$ cat src/rtl/gmii_rx.sv
// GMII receive depacketizer: strips preamble and MAC header, parses the payload header,
// unpacks video/audio words into FIFO write strobes and reports per-frame CRC status.
module gmii_rx #(
   parameter logic [47:0] MY_MAC    = 48'hFFFFFFFFFFFF,
   parameter logic [15:0] ETHERTYPE = 16'h3776,
   parameter logic [15:0] MAX_WORDS = 16'd1280
) (
   input  logic        rx_clk,
   input  logic        rstbtn_n,
   input  logic        rx_dv,
   input  logic        rx_er,
   input  logic [7:0]  rxd,
   input  logic        id,
   output logic [47:0] vid_dout,
   output logic        vid_wr_en,
   input  logic        vid_full,
   output logic [10:0] vid_line,
   output logic [11:0] aud_dout,
   output logic        aud_wr_en,
   input  logic        aud_full,
   output logic [3:0]  ade_num,
   output logic        frame_ok,
   output logic        frame_err,
   output logic [15:0] drop_cnt
);

   typedef enum logic [3:0] {
      S_IDLE, S_PRE, S_DST, S_SRC, S_ETYPE, S_HDR,
      S_VID, S_AUD, S_FCS, S_FEND, S_WAIT, S_DROP
   } state_t;

   state_t      state_q;
   logic [3:0]  cnt_q;
   logic [15:0] words_q;
   logic [47:0] sr_q;
   logic [31:0] crc_q;
   logic        ovf_q;
   logic        armed_q;
   logic [47:0] vid_dout_q;
   logic        vid_wr_q;
   logic [10:0] vid_line_q;
   logic [11:0] aud_dout_q;
   logic        aud_wr_q;
   logic [3:0]  ade_q;
   logic        ok_q;
   logic        err_q;
   logic [15:0] drop_q;

   function automatic logic [31:0] crc_byte(input logic [31:0] c, input logic [7:0] d);
      logic [31:0] r;
      r = c ^ {24'd0, d};
      for (int i = 0; i < 8; i++)
         r = r[0] ? ((r >> 1) ^ 32'hEDB88320) : (r >> 1);
      return r;
   endfunction

   function automatic logic [31:0] rev32(input logic [31:0] c);
      logic [31:0] r;
      for (int i = 0; i < 32; i++)
         r[i] = c[31-i];
      return r;
   endfunction

   logic [47:0] sr_d;
   logic [31:0] crc_d;
   logic        in_frame;
   logic        hdr_bad;
   logic        drop_now;
   logic        crc_good;
   logic        end_bad;

   assign sr_d     = {sr_q[39:0], rxd};
   assign crc_d    = crc_byte(crc_q, rxd);
   assign in_frame = (state_q inside {S_DST, S_SRC, S_ETYPE, S_HDR, S_VID, S_AUD, S_FCS});
   assign hdr_bad  = (sr_d[47:40] != 8'h01 && sr_d[47:40] != 8'h02) || (sr_d[32] != id) ||
                     (sr_d[15:0] == 16'd0) || (sr_d[15:0] > MAX_WORDS);
   assign drop_now = (in_frame && (!rx_dv || rx_er)) ||
                     (state_q == S_HDR && cnt_q == 4'd5 && hdr_bad);
   // The register runs reflected, so the residue is compared in its bit-reversed form.
   assign crc_good = (rev32(crc_q) == 32'hC704DD7B);
   assign end_bad  = (state_q == S_FEND) && !rx_dv && (!crc_good || ovf_q);

   always_ff @(posedge rx_clk or negedge rstbtn_n) begin
      if (!rstbtn_n) begin
         state_q    <= S_IDLE;
         cnt_q      <= '0;
         words_q    <= '0;
         sr_q       <= '0;
         crc_q      <= '0;
         ovf_q      <= 1'b0;
         armed_q    <= 1'b0;
         vid_dout_q <= '0;
         vid_wr_q   <= 1'b0;
         vid_line_q <= '0;
         aud_dout_q <= '0;
         aud_wr_q   <= 1'b0;
         ade_q      <= '0;
         ok_q       <= 1'b0;
         err_q      <= 1'b0;
         drop_q     <= '0;
      end else begin
         vid_wr_q <= 1'b0;
         aud_wr_q <= 1'b0;
         ok_q     <= 1'b0;
         err_q    <= 1'b0;
         // After reset a frame may be in flight; only start decoding once the line went idle.
         if (!rx_dv) armed_q <= 1'b1;
         if (rx_dv) sr_q <= sr_d;
         if (in_frame && rx_dv) crc_q <= crc_d;
         if (drop_now || end_bad) begin
            err_q <= 1'b1;
            if (drop_q != 16'hFFFF) drop_q <= drop_q + 16'd1;
         end
         if (drop_now) begin
            state_q <= S_DROP;
         end else begin
            case (state_q)
               S_IDLE: if (rx_dv) begin
                  if (armed_q && rxd == 8'h55) begin
                     state_q <= S_PRE;
                     cnt_q   <= 4'd1;
                  end else begin
                     state_q <= S_WAIT;
                  end
               end
               S_PRE: begin
                  if (!rx_dv) begin
                     state_q <= S_IDLE;
                  end else if (!rx_er && rxd == 8'hD5) begin
                     state_q <= S_DST;
                     cnt_q   <= '0;
                     crc_q   <= '1;
                     ovf_q   <= 1'b0;
                  end else if (!rx_er && rxd == 8'h55 && cnt_q != 4'd15) begin
                     cnt_q <= cnt_q + 4'd1;
                  end else begin
                     state_q <= S_WAIT;
                  end
               end
               S_DST: if (cnt_q == 4'd5) begin
                  cnt_q   <= '0;
                  state_q <= (sr_d == MY_MAC || sr_d == '1) ? S_SRC : S_WAIT;
               end else cnt_q <= cnt_q + 4'd1;
               S_SRC: if (cnt_q == 4'd5) begin
                  cnt_q   <= '0;
                  state_q <= S_ETYPE;
               end else cnt_q <= cnt_q + 4'd1;
               S_ETYPE: if (cnt_q == 4'd1) begin
                  cnt_q   <= '0;
                  state_q <= (sr_d[15:0] == ETHERTYPE) ? S_HDR : S_WAIT;
               end else cnt_q <= cnt_q + 4'd1;
               S_HDR: if (cnt_q == 4'd5) begin
                  cnt_q   <= '0;
                  words_q <= sr_d[15:0];
                  if (sr_d[47:40] == 8'h01) begin
                     state_q    <= S_VID;
                     vid_line_q <= sr_d[26:16];
                  end else begin
                     state_q <= S_AUD;
                     ade_q   <= sr_d[19:16];
                  end
               end else cnt_q <= cnt_q + 4'd1;
               S_VID: if (cnt_q == 4'd5) begin
                  vid_dout_q <= sr_d;
                  vid_wr_q   <= !vid_full;
                  if (vid_full) ovf_q <= 1'b1;
                  cnt_q   <= '0;
                  words_q <= words_q - 16'd1;
                  if (words_q == 16'd1) state_q <= S_FCS;
               end else cnt_q <= cnt_q + 4'd1;
               S_AUD: if (cnt_q == 4'd1) begin
                  aud_dout_q <= sr_d[11:0];
                  aud_wr_q   <= !aud_full;
                  if (aud_full) ovf_q <= 1'b1;
                  cnt_q   <= '0;
                  words_q <= words_q - 16'd1;
                  if (words_q == 16'd1) state_q <= S_FCS;
               end else cnt_q <= cnt_q + 4'd1;
               S_FCS: if (cnt_q == 4'd3) begin
                  cnt_q   <= '0;
                  state_q <= S_FEND;
               end else cnt_q <= cnt_q + 4'd1;
               S_FEND: if (!rx_dv) begin
                  state_q <= S_IDLE;
                  if (crc_good && !ovf_q) ok_q <= 1'b1;
               end
               S_WAIT, S_DROP: if (!rx_dv) state_q <= S_IDLE;
               default: state_q <= S_IDLE;
            endcase
         end
      end
   end

   assign vid_dout  = vid_dout_q;
   assign vid_wr_en = vid_wr_q;
   assign vid_line  = vid_line_q;
   assign aud_dout  = aud_dout_q;
   assign aud_wr_en = aud_wr_q;
   assign ade_num   = ade_q;
   assign frame_ok  = ok_q;
   assign frame_err = err_q;
   assign drop_cnt  = drop_q;

endmodule

$ cat config.mk
export PLATFORM = sky130hd
export DESIGN_NAME = gmii_rx
export DESIGN_NICKNAME = d
export VERILOG_FILES = /design/src/rtl/gmii_rx.sv
export SDC_FILE = /design/constraint.sdc
export NUM_CORES = 1
export LEC_CHECK = 0
export ABC_AREA = 0
export BUFFER_PORTS_ARGS = -buffer_cell sky130_fd_sc_hd__buf_2
export CAP_MARGIN = 20
export CORE_ASPECT_RATIO = 0.75
export CORE_UTILIZATION = 58
export DETAILED_ROUTE_END_ITERATION = 7
export PLACE_DENSITY = 0.85
export SLEW_MARGIN = 15
export SYNTH_ARGS = -nofsm -noshare
export SYNTH_HDL_FRONTEND = slang
export SYNTH_SLANG_ARGS = --single-unit
$ cat constraint.sdc
create_clock -name rx_clk -period 2.9 [get_ports rx_clk]
set_input_delay 0.29 -clock rx_clk [delete_from_list [all_inputs] [get_ports rx_clk]]
set_output_delay 0.29 -clock rx_clk [all_outputs]
set_load 0.1 [all_outputs]
# After elaboration in Yosys (flattened, before gate mapping)

Index checks and enable logic that the tools add are counted.

Add/sub/neg operators: 3
Multiply operators: 0
Div/mod/pow operators: 0
Order comparisons: 1
Equal/unequal tests: 46
Shift-type cells: 0
Mux-type cells: 63
Bitwise operators: 11
Reduce and logical (&&, ||, !) cells: 43

Operator list:

| cell                                                                    | count |
|---|---|
| 32-bit 2-to-1 mux                                                       | 13 |
| 13-bit inverter with 14-bit output                                      | 8 |
| 4-bit 2-to-1 mux                                                        | 25 |
| 48-bit equality test, second input constant                             | 1 |
| 16-bit 2-to-1 mux                                                       | 3 |
| 16-bit one-hot mux with 3 select lines                                  | 1 |
| 4-bit one-hot mux with 10 select lines                                  | 1 |
| 32-bit equality test, second input constant                             | 1 |
| 32-bit by 8-bit bitwise XOR with 32-bit output                          | 1 |
| 3-bit by 2-bit inequality test with 1-bit output, second input constant | 8 |
| 4-bit by 3-bit equality test with 1-bit output, second input constant   | 5 |
| 4-bit one-hot mux with 5 select lines                                   | 1 |
| 1-bit 2-to-1 mux                                                        | 18 |
| 16-bit by 1-bit adder with 16-bit output, second input constant         | 1 |
| 16-bit by 1-bit equality test with 1-bit output, second input constant  | 1 |
| 16-bit by 14-bit equality test with 1-bit output, second input constant | 1 |
| 4-bit equality test, second input constant                              | 4 |
| 16-bit by 11-bit > comparator with 1-bit output, second input constant  | 1 |
| 16-bit logical NOT                                                      | 1 |
| 16-bit inequality test, second input constant                           | 1 |
| 16-bit by 1-bit subtractor with 16-bit output, second input constant    | 1 |
| 4-bit by 2-bit equality test with 1-bit output, second input constant   | 3 |
| 1-bit logical AND                                                       | 12 |
| 2-bit inequality test, second input constant                            | 6 |
| 30 further kinds                                                        | 49 |

Bits in registers: 193
Bits in latches: 0
RAM bits: 0
ROM bits: 0
Input bits: 15
Output and inout bits: 95
Logic and storage cells: 183
Memories kept: 0

# Depth between registers and ports, before layout

Gate-level depths: netlist of run 1.

Word-level depth: 22
Depth in mapped cells: 9
Mapped depth without buffers: 8

# Least setup slack after synthesis of run 1

Ideal clock, no wire load.

Path kind: register -> register
Start point: register drop_q[0], in the netlist drop_cnt[0]
End point: register drop_q[7], in the netlist drop_cnt[7]
Setup time: 163 ps
Arrival time: 2378 ps
Setup slack: 359 ps
Cell stages (with the launch flop): 9
Path buffers: 1
Period minus slack after synthesis: 2541 ps
Cell sequence: dfrtp_1 -> ha_1 -> nand4_1 -> nor2_1 -> and3_1 -> clkbuf_1 -> or3_1 -> nor3_1 -> xor2_1

Cells in the longest elaborated chain, start to end: 2

RTL lines:

| element                                                                          | line | source |
|---|---|---|
| start, declared                                                                  | 47   | `logic [15:0] drop_q;` |
| start signal, assigned                                                           | 112  | `if (drop_q != 16'hFFFF) drop_q <= drop_q + 16'd1;` |
| branches (longest 2 deep; another with 16-bit by 1-bit adder with 16-bit output) | --   |  |

Several ways; the timed one is not identified.
A chain may end at the register's enable or synchronous reset.

# Worst setup path in the final report of run 1

Start point: register sr_q[2]
End point: register vid_line_q[6], in the netlist vid_line[6]

Cells in the longest elaborated chain, start to end: 7

RTL lines:

| element                                                                                 | line | source |
|---|---|---|
| start, declared                                                                         | 35   | `logic [47:0] sr_q;` |
| start signal, assigned                                                                  | 108  | `if (rx_dv) sr_q <= sr_d;` |
| branches (longest 2 deep; another with 16-bit by 11-bit > comparator with 1-bit output) | --   |  |
| 1-bit logical OR *                                                                      | 76   | `(sr_d[15:0] == 16'd0) \|\| (sr_d[15:0] > MAX_WORDS);` |
| 1-bit logical AND *                                                                     | 78   | `(state_q == S_HDR && cnt_q == 4'd5 && hdr_bad);` |
| 1-bit logical OR *                                                                      | 77   | `assign drop_now = (in_frame && (!rx_dv \|\| rx_er)) \|\|` |
| 1-bit inverter (no line) *                                                              | --   |  |
| 4-bit AND reduction (no line) *                                                         | --   |  |
| end signal, assigned                                                                    | 157  | `vid_line_q <= sr_d[26:16];` |
| end, declared                                                                           | 41   | `logic [10:0] vid_line_q;` |

Mark *: on every way between the ends.

==> impl_results.md, run 1 <==
- Nets@finish: 946
- Hold path start: aud_full
- Root buffer cell: clkbuf_16
- Slowest stage cell, crit path: dfrtp_1
- CTS tree: yes
- Post-synthesis sequential area ratio: between 50 and 60%
- Setup ws final: 66.06 ps
- Largest net degree at the start of global routing: 76
- Total CTS buffers: 17
- Place WS: approximately 240 ps
- Setup Skew: 17.61 ps
- FFs w/ async S/R, synth: 100.0%
- RSZ-0062 raised after global routing: no
- Worst EP arrival: between 3000 and 4000 ps
- Post-Syn Nets: around 830
- Layout Cells excl Fill: 1144
- Die height: ~110 um
- CTS-repair resized insts: 0
- Reg2reg setup slack: between 60 and 70 ps
- Fin crit share: 97.72%
- Row count: 39
- Dominant cell type by area after synthesis: dfrtp_1
- HP Class: primary input to register
- Yosys warns: 0
- Die area: 0.01669 sq mm
- Max-Cap Viols: 0
- Wire length per cell: 20.63 um
- Number of post-CTS setup repair buffers: 0
- CP Class: register to register
- Vias in the first global route: around 7100
- P_leak: 5.254 nW
- Clock power frac: 19.4%
- Die Wd: between 100 and 150 um
- Post-Syn Area per Cell: 11.65 sq um
- EDFF count, synth: 0
- 1st-pass router iterations: 6
- Area added between synthesis and finish: 16.75%
- Sw Pwr: 0.005592 W
- CP endpoint kind: register
- Routability Congestion: approximately 0.94
- Initial Util: 60.46%
- Core area: 0.01552 sq mm
- DR DRC count: 0
- Hpwl dp: 15.58 mm
- Clock latency on the worst-skew pair: about 440 ps
- Layout cell share with drive strength beyond 1: 32.80%
- CP Cell Sequence: a211oi_1 > nand4_1 > or4_4 > nor3_1 > nand2b_1 > buf_4 > mux2_1
- Placed cells: between 1000 and 1500
- Area share of the largest cell type after synthesis: a little over 50%
- Final hold vios: 0
- Setup Total Neg Slack: 0 ps
- Largest stage delay, worst path: 510 ps
- Grt ovf: 0
- Internal power: just under 0.007 W
- Hold Path End: aud_wr_en
- Reg2Reg Depth: 7
- Distinct cells, synth: 65
- Reg2Reg Launch Point: sr_q[2]
- Crit Path Max Fanout: 11
- Synth top cells by count: 193 x dfrtp_1, 108 x mux2_2, 60 x nand2_1
- Initial drt markers: between 800 and 900
- # diodes: 0
- CP Launch Type: register
- Switch share: 45.28%
- Ranking of synthesized cells by area: dfrtp_1 51%, mux2_2 13%, xnor2_1 4.6%, xor2_1 3.3%, o211ai_1 2.7%
- CTS clock-pin slew for the worst setup and hold paths: 80 ps
- H-tree Lvls: 4
- Worst Hold Depth: 2
- Via/cell ratio: approximately 6.3
- Critical Path Start: sr_q[2]
- Fin crit period: 2834 ps
- Worst rel slew slack: 40.35%
- DRT antenna net count: 0
- Final setup viols: 0
- Share of power burned in registers: between 30 and 40%
- Reg-to-reg endpoint: vid_line[6]
- Max Clock Freq: roughly 350 MHz
- Power per cell area: 1128 mW/mm^2
- Slew Viols, Final: 0
- Routed WL: between 20 and 25 mm
- # IOs: between 100 and 150
- Combinational group share of total power: 47.3%
- Total power: about 0.012 W
- Via count: 7171
- VDD IR max: 1.175 mV
- Post-Synthesis Cell Area: 0.009381 sq mm
- First-pass GRT wire length: 38.31 mm
- Dominant synthesized flop cell: dfrtp_1
- IO Port Bufs: 109
- Initial antenna violation count: 1
- Count leader, synth: dfrtp_1
- Yosys reg bits: 193
- CTS Buffer Depth: 2
- Worst-Margin Slew: 888.3 ps
- Worst Path Required: approximately 3200 ps
- Sink Count: 193
- Synth Instances: 805
- All-Layer GR Usage: 29.75%
- Status: finished, final reports clean
## cell type report
cell class                      instances  area [sq um]
Clock inverter                         14         183.9
Multi-Input combinational cell        561          4354
Timing Repair Buffer                  147         867.1
Inverter                                6         22.52
Tap cell                              205         256.5
Clock buffer                           18         439.2
Fill cell                            1040          4564
Sequential cell                       193          4830
## kinds of logic after synthesis
| family | after synthesis | synth area share, % |
|---|---|---|
| simple gates | 227 | 13.02 |
| flops | 193 | 51.48 |
| mux | 124 | 14.82 |
| fa+ha+maj | 5 | 0.6668 |
| compound gates | 117 | 9.003 |
| xor+xnor | 88 | 8.602 |
| buf+inv | 51 | 2.414 |
## state kept, by name (all words and copies together), names as in the netlist, 4 cells and up
register / count
ade_num: 4
aud_dout: 12
cnt_q: 4
crc_q: 32
drop_cnt: 16
sr_q: 40
state_q: 4
vid_dout: 48
vid_line: 11
words_q: 16
## per-layer routing
| layer | routed length (um) | part of all wire [%] | vias to the layer above | track usage (%) |
|---|---|---|---|---|
| met3 | 2239 | 9.5 | 40 | 7.724 |
| met5 | 0 | 0 | - | 0 |
| met4 | 479 | 2.0 | 0 | 8.912 |
| met1 | 10090 | 43 | 3579 | 42.52 |
| li1 | - | - | 3170 | - |
| met2 | 10800 | 46 | 382 | 44.83 |
## critical path, delay by kind of cell (launching register included)
kind / cells / cell delay (ps)
DFF: 1 / 510
buffers and inverters: 1 / 210
muxes: 1 / 340
AOI/OAI and AO/OA: 1 / 420
and+or+nand+nor: 4 / 1220
## layout by cell type, fill, tap and decap left out, types with 18 or more instances in the layout
| cell | instances |
|---|---|
| nor3_1 | 18 |
| nand3_1 | 23 |
| o21ai_0 | 23 |
| nor2_1 | 39 |
| dfrtp_1 | 193 |
| xor2_1 | 35 |
| buf_2 | 108 |
| o211ai_1 | 34 |
| nand2_1 | 60 |
| buf_4 | 35 |
| xnor2_1 | 49 |
| mux2_2 | 108 |
## power groups by stage
stage	Combinational [W]	Clock (W)	Sequential, W
after floorplan	0.00360	0	0.00491
after global placement	0.00560	0	0.00408
after detailed placement	0.00575	0	0.00410
after CTS	0.00580	0.00241	0.00409
after global routing	0.00626	0.00253	0.00420
final	0.00584	0.00239	0.00412
## how the worst max path moves through the flow
stage / end / slack (ps) / cells past startpoint
floorplan: drop_cnt[7] / 360 / 8
global placement: vid_line[9] / 310 / 8
detailed placement: vid_line[6] / 240 / 8
CTS: vid_line[6] / 120 / 7
global route: vid_line[6] / 20 / 7
finish: vid_line[6] / 70 / 7
## repair_timing
| action | 4_1_cts | 5_1_grt |
|---|---|---|
| endpoints found under the hold margin | 72 | 0 |
| hold buffers | 1 | 0 |
| endpoints found under the setup margin | 0 | 0 |
## per-stage QoR
| stage | cell area [sq um] | hold slack [ps] | util [%] |
|---|---|---|---|
| 3_5_place_dp | 10320 | 365.8 | 66.51 |
| 2_1_floorplan | 9382 | -5.591 | - |
| 3_3_place_gp | 10320 | 366.2 | 66.51 |
| 4_1_cts | 10950 | 24.22 | 70.59 |
| 6_report | 10950 | 30.68 | 70.59 |
| 5_1_grt | 10950 | 29.57 | 70.59 |
Power figures use the tool's default switching activity.
==> run 2: changes to the inputs <==
Settings changed: ABC_AREA 0 to 1, CORE_MARGIN set to 10, CORE_UTILIZATION 58 to 45, PLACE_DENSITY 0.85 to 0.7.
==> run 2 against run 1 <==
Clock skew fell by 3.5 ps; die area up 82%; synthesized cell count increased by 81%; critical path type unchanged.
==> impl_results.md, run 2 <==
- Final hold vios: 0
- DRT antenna net count: 0
- Final Cell Area: between 0.01 and 0.015 sq mm
- # IOs: 110
- Hpwl dp: 22.97 mm
- Layout fillers: 2251
- Final setup viols: 0
- Row count: 48
- Root buffer cell: clkbuf_16
- Via count: about 10000
- Dominant synthesized flop cell: dfrtp_1
- Max Clock Freq: 404.4 MHz
- CP Launch Type: register
- Initial Util: between 40% and 50%
- Largest stage delay, worst path: 400 ps
- Worst EP arrival: 2800 ps
- Worst rel slew slack: around half
- CTS tree: yes
- Layout cell share with drive strength beyond 1: between 10% and 20%
- Area added between synthesis and finish: 12.97%
- Die height: 153.5 um
- First-pass GRT wire length: 51.81 mm
- VDD IR max: slightly below 0.8 mV
- Nets@finish: 1564
- Setup ws final: 427.3 ps
- Post-synthesis sequential area ratio: 45.20%
- Reg2Reg Depth: 13
- Reg2reg setup slack: 430 ps
- Yosys warns: 0
- Slew Viols, Final: 0
- DP Area: around 0.011 sq mm
- Slowest stage cell, crit path: dfrtp_1
- Hold Path End: vid_wr_en
- Post-Synthesis Cell Area: 0.01069 sq mm
- H-tree Lvls: 4
- Distinct cells, synth: 43
- Max-Cap Viols: 0
- IO Port Bufs: 109
- Most frequent cells in the layout: 534 x nand2_1, 193 x dfrtp_1, 188 x nand3_1
- Count leader, synth: nand2_1
- Fin crit share: 85.27%
- FFs w/ async S/R, synth: 100.0%
- Place WS: just under 500 ps
- Die Wd: 197.9 um
- Power per cell area: 1015 mW/mm^2
- P_leak: 6.542 nW
- Most numerous cell on the critical path: nand2_1
- Yosys reg bits: 193
- Area share of the largest cell type after synthesis: 45.20%
- Synth top cells by count: 534 x nand2_1, 193 x dfrtp_1, 188 x nand3_1
- Grt ovf: 0
- HP Class: primary input to register
- CTS-repair resized insts: 0
- Synth Instances: 1457
- Wire length per cell: 17.02 um
- Crit Path Max Fanout: 44
- Worst Hold Depth: 2
- Worst-Margin Slew: 766.8 ps
- Vias in the first global route: 9561
- Via/cell ratio: 5.383
- All-Layer GR Usage: 21.17%
- CP endpoint kind: register
- Reg-to-reg endpoint: words_q[2]
- Die area: 0.03037 sq mm
- Core area: approximately 0.023 sq mm
- Hold path start: vid_full
- Initial drt markers: 1004
- CP Class: register to register
- Sink Count: 193
- RSZ-0062 raised after global routing: no
- Layout Cells excl Fill: about 1900
- Setup Skew: 14.13 ps
- Dominant cell type by area after synthesis: dfrtp_1
- Worst Path Required: approximately 3200 ps
- Ranking of synthesized cells by area: dfrtp_1 45%, nand2_1 19%, nand3_1 8.8%, inv_1 4.4%, nor2_1 3.9%
- 1st-pass router iterations: 7
- Total CTS buffers: 17
- EDFF count, synth: 0
- Most common library cell in the layout ignoring fill and taps: nand2_1
- Routed WL: 31.63 mm
- Placed cells: 1824
- Post-Syn Area per Cell: 7.334 sq um
- Clock latency on the worst-skew pair: 450 ps
- Routability Congestion: 0.9440
- Post-Syn Nets: 1477
- CTS Buffer Depth: 2
- DR DRC count: 0
- Largest net degree at the start of global routing: 97
- Status: finished, final reports clean
- Reg2Reg Launch Point: sr_q[36]
- CTS clock-pin slew for the worst setup and hold paths: around 80 ps
- Setup Total Neg Slack: 0 ps
- Initial antenna violation count: 1
- CP Cell Sequence: inv_1 > nand2_1 > nor2_1 > nand2_1 > nor2_1 > nand3_1 > nand2_1 > nand2_2 > inv_4 > buf_12 > nand2_2 > nand2_1 > nand2_1
- Max reg flops: 48
- End-of-flow core utilization: 52.07%
- Fin crit period: 2473 ps
run 2: cell count changes after synthesis, sizes merged, moves of 31 or more:
cell and delta:
nor2 +79, inv +128, nand2 +483, xnor2 -31
mux2 -119, nand3 +167, o21ai +61
run 2: worst max-delay path by stage:
stage | from | end | slack [ps] | cells after the start
6_report | sr_q[36] | words_q[2] | 430 | 13
5_1_grt | sr_q[3] | words_q[2] | 180 | 13
4_1_cts | sr_q[3] | words_q[2] | 470 | 13
3_5_place_dp | sr_q[3] | words_q[2] | 490 | 13
3_3_place_gp | state_q[2] | drop_cnt[2] | 520 | 8
2_1_floorplan | drop_cnt[1] | drop_cnt[2] | 420 | 8
run 2: report_power, final:
group          leakage (nW)  internal [W]  switching [W]
clock                 0.300       0.00127        0.00122
sequential             2.56       0.00324       0.000612
combinational          3.69       0.00174        0.00417
run 2: cell type report:
type	instances	area, sq um	share of cell area [%]
antenna	1	2.502	0.02073
clock buffer	18	439.2	3.638
clock inverter	14	187.7	1.555
inverter	134	505.5	4.187
multi-input combinational	1071	5015	41.54
sequential	193	4830	40.01
tap	300	375.4	3.109
timing repair buffer	127	716.9	5.939
run 2: timing repair:
action,4_1_cts,5_1_grt
hold buffers,1,0
setup buffers,0,0
endpoints found under the hold margin,92,0
run 2: kinds of logic (layout without fill, tap and decap cells):
group | count (synthesis) | after routing | share of synthesized area, %
compound gates | 119 | 119 | 6.300
other cells | 0 | 1 | 0
xor+xnor | 57 | 57 | 5.059
simple gates | 890 | 890 | 34.94
flops | 193 | 193 | 45.20
fa+ha+maj | 5 | 5 | 0.5855
buf+inv | 193 | 293 | 7.916
run 2: worst max-delay path: cells and delay by family (launching register included):
family                 cells  cell delay, ps
buffers and inverters      3             600
and+or+nand+nor           10            1330
DFF                        1             400
run 2: stage by stage:
| stage | total power [W] | hold slack, ps |
|---|---|---|
| 5_1_grt | 0.01316 | 54.99 |
| 6_report | 0.01225 | 70.15 |
| 3_3_place_gp | 0.009603 | 410.0 |
| 2_1_floorplan | 0.008408 | -5.591 |
| 3_5_place_dp | 0.009703 | 417.5 |
| 4_1_cts | 0.01223 | 55.16 |
run 2: routing by layer:
layer	wire (um)	track usage, %	up-vias
met5	0	0	-
met4	517	5.844	0
met3	2651	4.322	36
met2	13040	29.38	393
met1	15430	32.10	4762
li1	-	-	4811
